### src/rtl/axi_lite_regfile_slave.sv
// AXI-Lite register-file responder on valid/ack endpoints: independent write (AW/W/B) and read (AR/R) FSMs.
// Optional: define AXIL_REGFILE_ID_REG_EN to make register 0 a read-only ID register returning ID_VALUE.
module axi_lite_regfile_slave #(
  parameter int          NUM_REGS = 8,
  parameter logic [31:0] ID_VALUE = 32'hA11E_0001
) (
  input  logic                     clk_i,
  input  logic                     rst_i,
  input  logic                     _ep_aw_req_valid,
  output logic                     _ep_aw_req_ack,
  input  logic [34:0]              _ep_aw_req_0,
  input  logic                     _ep_w_req_valid,
  output logic                     _ep_w_req_ack,
  input  logic [35:0]              _ep_w_req_0,
  output logic                     _ep_b_resp_valid,
  input  logic                     _ep_b_resp_ack,
  output logic [1:0]               _ep_b_resp_0,
  input  logic                     _ep_ar_req_valid,
  output logic                     _ep_ar_req_ack,
  input  logic [34:0]              _ep_ar_req_0,
  output logic                     _ep_r_resp_valid,
  input  logic                     _ep_r_resp_ack,
  output logic [33:0]              _ep_r_resp_0,
  output logic [NUM_REGS*32-1:0]   regs_o,
  output logic [NUM_REGS-1:0]      wr_pulse_o
);
  localparam int IDXW = $clog2(NUM_REGS);
`ifdef AXIL_REGFILE_ID_REG_EN
  localparam bit ID_EN = 1'b1;
`else
  localparam bit ID_EN = 1'b0;
`endif

  localparam logic [1:0] OKAY   = 2'b00;
  localparam logic [1:0] SLVERR = 2'b10;

  typedef enum logic [1:0] {W_COLLECT, W_COMMIT, W_RESP} w_state_e;
  typedef enum logic       {R_IDLE, R_DATA}              r_state_e;

  logic [31:0] regs_q [NUM_REGS];

  w_state_e    w_state;
  logic        aw_have, w_have;
  logic [31:0] aw_addr_q, w_data_q;
  logic [3:0]  w_strb_q;
  logic [1:0]  b_resp_q;

  r_state_e    r_state;
  logic [31:0] r_data_q;
  logic [1:0]  r_resp_q;

  logic unused_prot;
  assign unused_prot = ^{_ep_aw_req_0[2:0], _ep_ar_req_0[2:0]};

  // Acks/valids come from registered state only; rst_i gating keeps them low in reset cycles.
  assign _ep_aw_req_ack  = !rst_i && (w_state == W_COLLECT) && !aw_have;
  assign _ep_w_req_ack   = !rst_i && (w_state == W_COLLECT) && !w_have;
  assign _ep_b_resp_valid = !rst_i && (w_state == W_RESP);
  assign _ep_b_resp_0    = b_resp_q;
  assign _ep_ar_req_ack  = !rst_i && (r_state == R_IDLE);
  assign _ep_r_resp_valid = !rst_i && (r_state == R_DATA);
  assign _ep_r_resp_0    = {r_data_q, r_resp_q};

  logic aw_xfer, w_xfer, b_xfer, ar_xfer, r_xfer;
  assign aw_xfer = _ep_aw_req_valid && _ep_aw_req_ack;
  assign w_xfer  = _ep_w_req_valid  && _ep_w_req_ack;
  assign b_xfer  = _ep_b_resp_valid && _ep_b_resp_ack;
  assign ar_xfer = _ep_ar_req_valid && _ep_ar_req_ack;
  assign r_xfer  = _ep_r_resp_valid && _ep_r_resp_ack;

  logic [IDXW-1:0] w_idx, ar_idx;
  logic [31:0]     ar_addr;
  logic            w_in_range, w_ok, ar_in_range;
  assign w_idx       = aw_addr_q[IDXW+1:2];
  assign w_in_range  = (aw_addr_q >> (IDXW + 2)) == 32'd0;
  assign w_ok        = w_in_range && !(ID_EN && (w_idx == '0));
  assign ar_addr     = _ep_ar_req_0[34:3];
  assign ar_idx      = ar_addr[IDXW+1:2];
  assign ar_in_range = (ar_addr >> (IDXW + 2)) == 32'd0;

  logic commit_ok;
  assign commit_ok = !rst_i && (w_state == W_COMMIT) && w_ok;

  for (genvar k = 0; k < NUM_REGS; k++) begin : g_reg
    assign wr_pulse_o[k]      = commit_ok && (w_idx == IDXW'(k));
    assign regs_o[32*k +: 32] = regs_q[k];
    if (ID_EN && k == 0) begin : g_id
      assign regs_q[k] = ID_VALUE;
    end else begin : g_rw
      always_ff @(posedge clk_i) begin
        if (rst_i) begin
          regs_q[k] <= '0;
        end else if (wr_pulse_o[k]) begin
          for (int b = 0; b < 4; b++)
            if (w_strb_q[b]) regs_q[k][8*b +: 8] <= w_data_q[8*b +: 8];
        end
      end
    end
  end

  always_ff @(posedge clk_i) begin
    if (rst_i) begin
      w_state   <= W_COLLECT;
      aw_have   <= 1'b0;
      w_have    <= 1'b0;
      aw_addr_q <= '0;
      w_data_q  <= '0;
      w_strb_q  <= '0;
      b_resp_q  <= OKAY;
    end else begin
      case (w_state)
        W_COLLECT: begin
          if (aw_xfer) begin
            aw_addr_q <= _ep_aw_req_0[34:3];
            aw_have   <= 1'b1;
          end
          if (w_xfer) begin
            w_data_q <= _ep_w_req_0[35:4];
            w_strb_q <= _ep_w_req_0[3:0];
            w_have   <= 1'b1;
          end
          if ((aw_have || aw_xfer) && (w_have || w_xfer)) w_state <= W_COMMIT;
        end
        W_COMMIT: begin
          b_resp_q <= w_ok ? OKAY : SLVERR;
          w_state  <= W_RESP;
        end
        W_RESP: begin
          if (b_xfer) begin
            w_state <= W_COLLECT;
            aw_have <= 1'b0;
            w_have  <= 1'b0;
          end
        end
        default: w_state <= W_COLLECT;
      endcase
    end
  end

  // Read samples the array before any same-cycle commit lands, so collisions see old data.
  always_ff @(posedge clk_i) begin
    if (rst_i) begin
      r_state  <= R_IDLE;
      r_data_q <= '0;
      r_resp_q <= OKAY;
    end else begin
      case (r_state)
        R_IDLE: begin
          if (ar_xfer) begin
            r_data_q <= ar_in_range ? regs_q[ar_idx] : 32'd0;
            r_resp_q <= ar_in_range ? OKAY : SLVERR;
            r_state  <= R_DATA;
          end
        end
        R_DATA: if (r_xfer) r_state <= R_IDLE;
        default: r_state <= R_IDLE;
      endcase
    end
  end
endmodule

### config.mk
export PLATFORM = sky130hd
export DESIGN_NAME = axi_lite_regfile_slave
export DESIGN_NICKNAME = d
export VERILOG_FILES = /design/src/rtl/axi_lite_regfile_slave.sv
export SDC_FILE = /design/constraint.sdc
export NUM_CORES = 1
export LEC_CHECK = 0
export ABC_CLOCK_PERIOD_IN_PS = 2400
export CORE_MARGIN = 1.5
export CORE_UTILIZATION = 44
export CTS_CLUSTER_DIAMETER = 50
export DETAILED_ROUTE_END_ITERATION = 16
export PLACE_DENSITY = 0.8
export SETUP_SLACK_MARGIN = 0.5
export SYNTH_ARGS = -nofsm -noshare
export SYNTH_HDL_FRONTEND = slang
export SYNTH_SLANG_ARGS = --single-unit
### constraint.sdc
create_clock -name clk_i -period 2.4 [get_ports clk_i]
set_input_delay 0.48 -clock clk_i [delete_from_list [all_inputs] [get_ports clk_i]]
set_output_delay 0.48 -clock clk_i [all_outputs]
set_load 0.01 [all_outputs]
==> flow_metrics.py <==
metrics = {
    "run_status": {
        "status": "complete, but fails checks",
        "violations": "setup timing",
    },
    "logic_synthesis": {
        "synthSimpleGateAreaFrac_pct": 15.0,
        "yosys-top-cells-area": "edfxtp_1, dfxtp_1, mux4_2",
        "yosys_warnings": 0,
        "synth_top_cell_area_share_pct": 50.7,
        "avgSynthCellArea_um2": 12.1,
        "synthAdderAreaFrac_pct": 0,
        "synth_top_family_by_area": "simple AND/OR/NAND/NOR gates",
        "syn_area_um2": 15200,
        "yosys_register_bits": 361,
        "synth_compound_area_share_pct": 5.58,
        "seq_area_frac_synth_pct": 64.5,
        "synth-xor-area-share_pct": 0,
        "synthCells": 1257,
        "synth_top_cell_by_area": "edfxtp_1",
        "ys_types": 33,
        "synthMuxAreaShare_pct": 11.8,
    },
    "sta": {
        "finalHoldViolCount": 0,
        "hold_slack_ns": 0.322,
        "fmax_ghz": 0.380,
        "setup_viol_count_final": 39,
        "fin_setup_tns_ns": -2.15,
        "worstMarginPinSlew_ns": 0.812,
        "rsz0062_at_grt": "yes",
        "worst_slack_ns": -0.234,
        "layout_min_cycle_time_ns": 2.63,
        "slew_headroom_pct": 45.8,
        "skew_ns": 0.0201,
        "maxSlewViolCount": 0,
        "finalCritPeriodShare_pct": 110,
    },
    "finish": {
        "syn_to_final_growth_pct": 47.9,
        "nets": 1824,
        "stdcell_area_um2": 22400,
        "fin_cells": 2189,
        "seq_area_um2": 9800,
        "drive_gt1_share_pct": 21.1,
        "n_antenna_cell": 0,
        "multi_input_area_um2": 5560,
        "nFillCells": 2390,
        "post-route-util_pct": 66.6,
    },
    "worst_setup_path": {
        "r2r_slack_ns": -0.05,
        "start_kind": "register",
        "crit_type": "register to primary output",
        "crit_start": "aw_addr_q[23]",
        "arrival_ns": 2.15,
        "critPathCaptureType": "primary output",
        "critical_path_required_ns": 1.92,
        "rr_worst_depth": 10,
        "rr_endpoint": "regs_q[6][10]",
        "cp_max_fo": 3,
        "r2r_start": "aw_addr_q[23]",
    },
    "placed_design": {
        "gp_congestion": 0.882,
        "dp_hpwl_um": 34500,
        "pre_cts_ws_ns": -0.212,
        "dpl_cell_area_um2": 20200,
        "dp_cells": 2082,
        "port_buffers": 405,
    },
    "route": {
        "wl_per_cell_um": 22.8,
        "routed_via_density": 5.52,
        "via_count": 12087,
        "drt_iter0_drc": 1089,
        "wl_met2_um": 25800,
        "wl_met1_um": 18300,
        "drt_wl_total_um": 50000,
        "top_layer": "met4",
        "drcViolationCount": 0,
        "postRouteAntennaNets": 0,
        "dr_wl_met3_um": 4320,
        "dr.pass1.iters": 5,
    },
    "floorplanning": {
        "io_pins": 418,
        "fp.dieH_um": 189,
        "die_area_um2": 35600,
        "rows": 67,
        "die_x_um": 189,
        "core-area_um2": 33700,
        "start_util_pct": 45.0,
    },
    "cts": {
        "cts_buffer_depth": 3,
        "clkSinkCount": 361,
        "ctsHoldBuffers": 0,
        "clock_latency_ns": 0.51,
        "clkSlewWorstSetupHoldPaths_ns": 0.06,
        "clockRootBuffer": "clkbuf_16",
        "htreeDepth": 2,
        "tritoncts": "done",
        "numCtsBuffers": 40,
    },
    "power_and_ir_drop": {
        "pwr_density_cell_nw_per_um2": 651,
        "peakVddDrop_mv": 0.417,
        "power_mw": 14.6,
        "leakagePower_nw": 7.62,
    },
    "worst_hold_path": {
        "hp-class": "input port to register",
        "hold_path_end": "w_state[0]",
        "hp-start": "rst_i",
        "hold-path-cell-count": 3,
    },
    "global_route": {
        "grt.overflow.total": 0,
        "grt_max_degree": 76,
        "antenna_found_initial": 0,
        "grt_pass1_wl_um": 72500,
        "grt.total_usage_pct": 27.1,
        "grt_pass1_vias": 12066,
    },
    "flow_run": {
        "maxCapViolCount": 0,
    },
}
## critical path: stages, from the launching register on
cell,delay [ns]
dfxtp_1,0.34
nor4_4,0.28
nand4_1,0.21
nor2_2,0.22
buf_6,0.13
buf_6,0.09
nand3_4,0.10
nor3_4,0.13
buf_2,0.15
## cells by family after synthesis
| kind of cell | count (synthesis) |
|---|---|
| buffers and inverters | 98 |
| other | 1 |
| muxes | 95 |
| DFF | 361 |
| and+or+nand+nor | 565 |
| AOI/OAI and AO/OA | 137 |
## final cells by class
type                       count  share of cell area (%)
inverter                       3                  0.0502
clock inverter                15                   0.602
timing repair buffer         506                    23.2
tap                          448                    2.50
clock buffer                  57                    5.21
sequential                   361                    43.7
multi-input combinational    799                    24.8
## layout by cell type, fill, tap and decap left out, types with 4 or more instances in the layout
| cell type | Yosys | final |
|---|---|---|
| nor2_2 | 0 | 13 |
| o21bai_4 | 0 | 19 |
| buf_2 | 31 | 7 |
| a22oi_1 | 32 | 32 |
| a21o_1 | 8 | 4 |
| clkbuf_16 | 0 | 42 |
| clkbuf_8 | 0 | 6 |
| mux2_2 | 31 | 31 |
| buf_6 | 6 | 24 |
| buf_12 | 0 | 16 |
| mux4_2 | 64 | 64 |
| buf_16 | 0 | 5 |
| clkbuf_1 | 52 | 8 |
| nor4_1 | 12 | 6 |
| clkinv_4 | 0 | 4 |
| dfxtp_2 | 0 | 8 |
| a21oi_1 | 71 | 71 |
| nand2_1 | 212 | 210 |
| nor4_4 | 1 | 5 |
| buf_4 | 5 | 58 |
| edfxtp_1 | 256 | 256 |
| dfxtp_1 | 105 | 97 |
| and2_1 | 12 | 11 |
| clkdlybuf4s50_1 | 0 | 392 |
| nor2_4 | 0 | 32 |
| nor2_1 | 304 | 259 |
## worst max-delay path by stage
stage	slack (ns)	end
2_1_floorplan	0.36	regs_q[6][10]
3_3_place_gp	-0.26	wr_pulse_o[2]
3_5_place_dp	-0.21	wr_pulse_o[2]
4_1_cts	-0.22	wr_pulse_o[4]
5_1_grt	-0.32	wr_pulse_o[2]
6_report	-0.23	wr_pulse_o[3]
## Yosys cell counts
cell and count:
buf_4 5, or3_1 2, buf_1 1, buf_2 31, o21ai_0 1, nand3_1 1
nor4_1 12, inv_1 3, clkbuf_1 52, nor4_4 1, nor2b_1 2, nor3b_1 2
nand4_1 3, edfxtp_1 256, buf_6 6, and2_1 12, nor4_2 1, nand3b_1 3
nand3_2 1, a22oi_1 32, nor2_1 304, o22ai_1 1, mux4_2 64, nand2b_1 3
nor3_1 5, or4_1 1, a21o_1 8, nand2_1 212, dfxtp_1 105, conb_1 1
a21oi_1 71, o21bai_1 24, mux2_2 31
## report_power, final
| group | total (mW) | internal (mW) | switching [mW] |
|---|---|---|---|
| logic | 1.58 | 0.849 | 0.727 |
| registers | 7.05 | 6.87 | 0.175 |
| clock network | 5.99 | 3.53 | 2.45 |
| total | 14.6 | 11.3 | 3.36 |
## what timing repair did
action,CTS,global route
setup buffers,25,6
setup endpoints to repair,787,867
resized for setup,125,58
pin swaps,42,31
cloned,4,0
## state kept, by name (all words and copies together) (netlist names)
signal        cells
r_state           1
w_have            1
r_resp_q          1
regs_q          256
r_data_q         32
aw_have           1
w_strb_q          4
w_data_q         32
w_state           2
aw_addr_q        30
_ep_b_resp_0      1
## routing by layer
metal | GRT usage [%] | vias to the layer above
met5 | 0 | -
met2 | 48.1 | 673
li1 | - | 5357
met1 | 33.3 | 5949
met4 | 9.07 | 0
met3 | 4.79 | 108
Power figures use the tool's default switching activity.
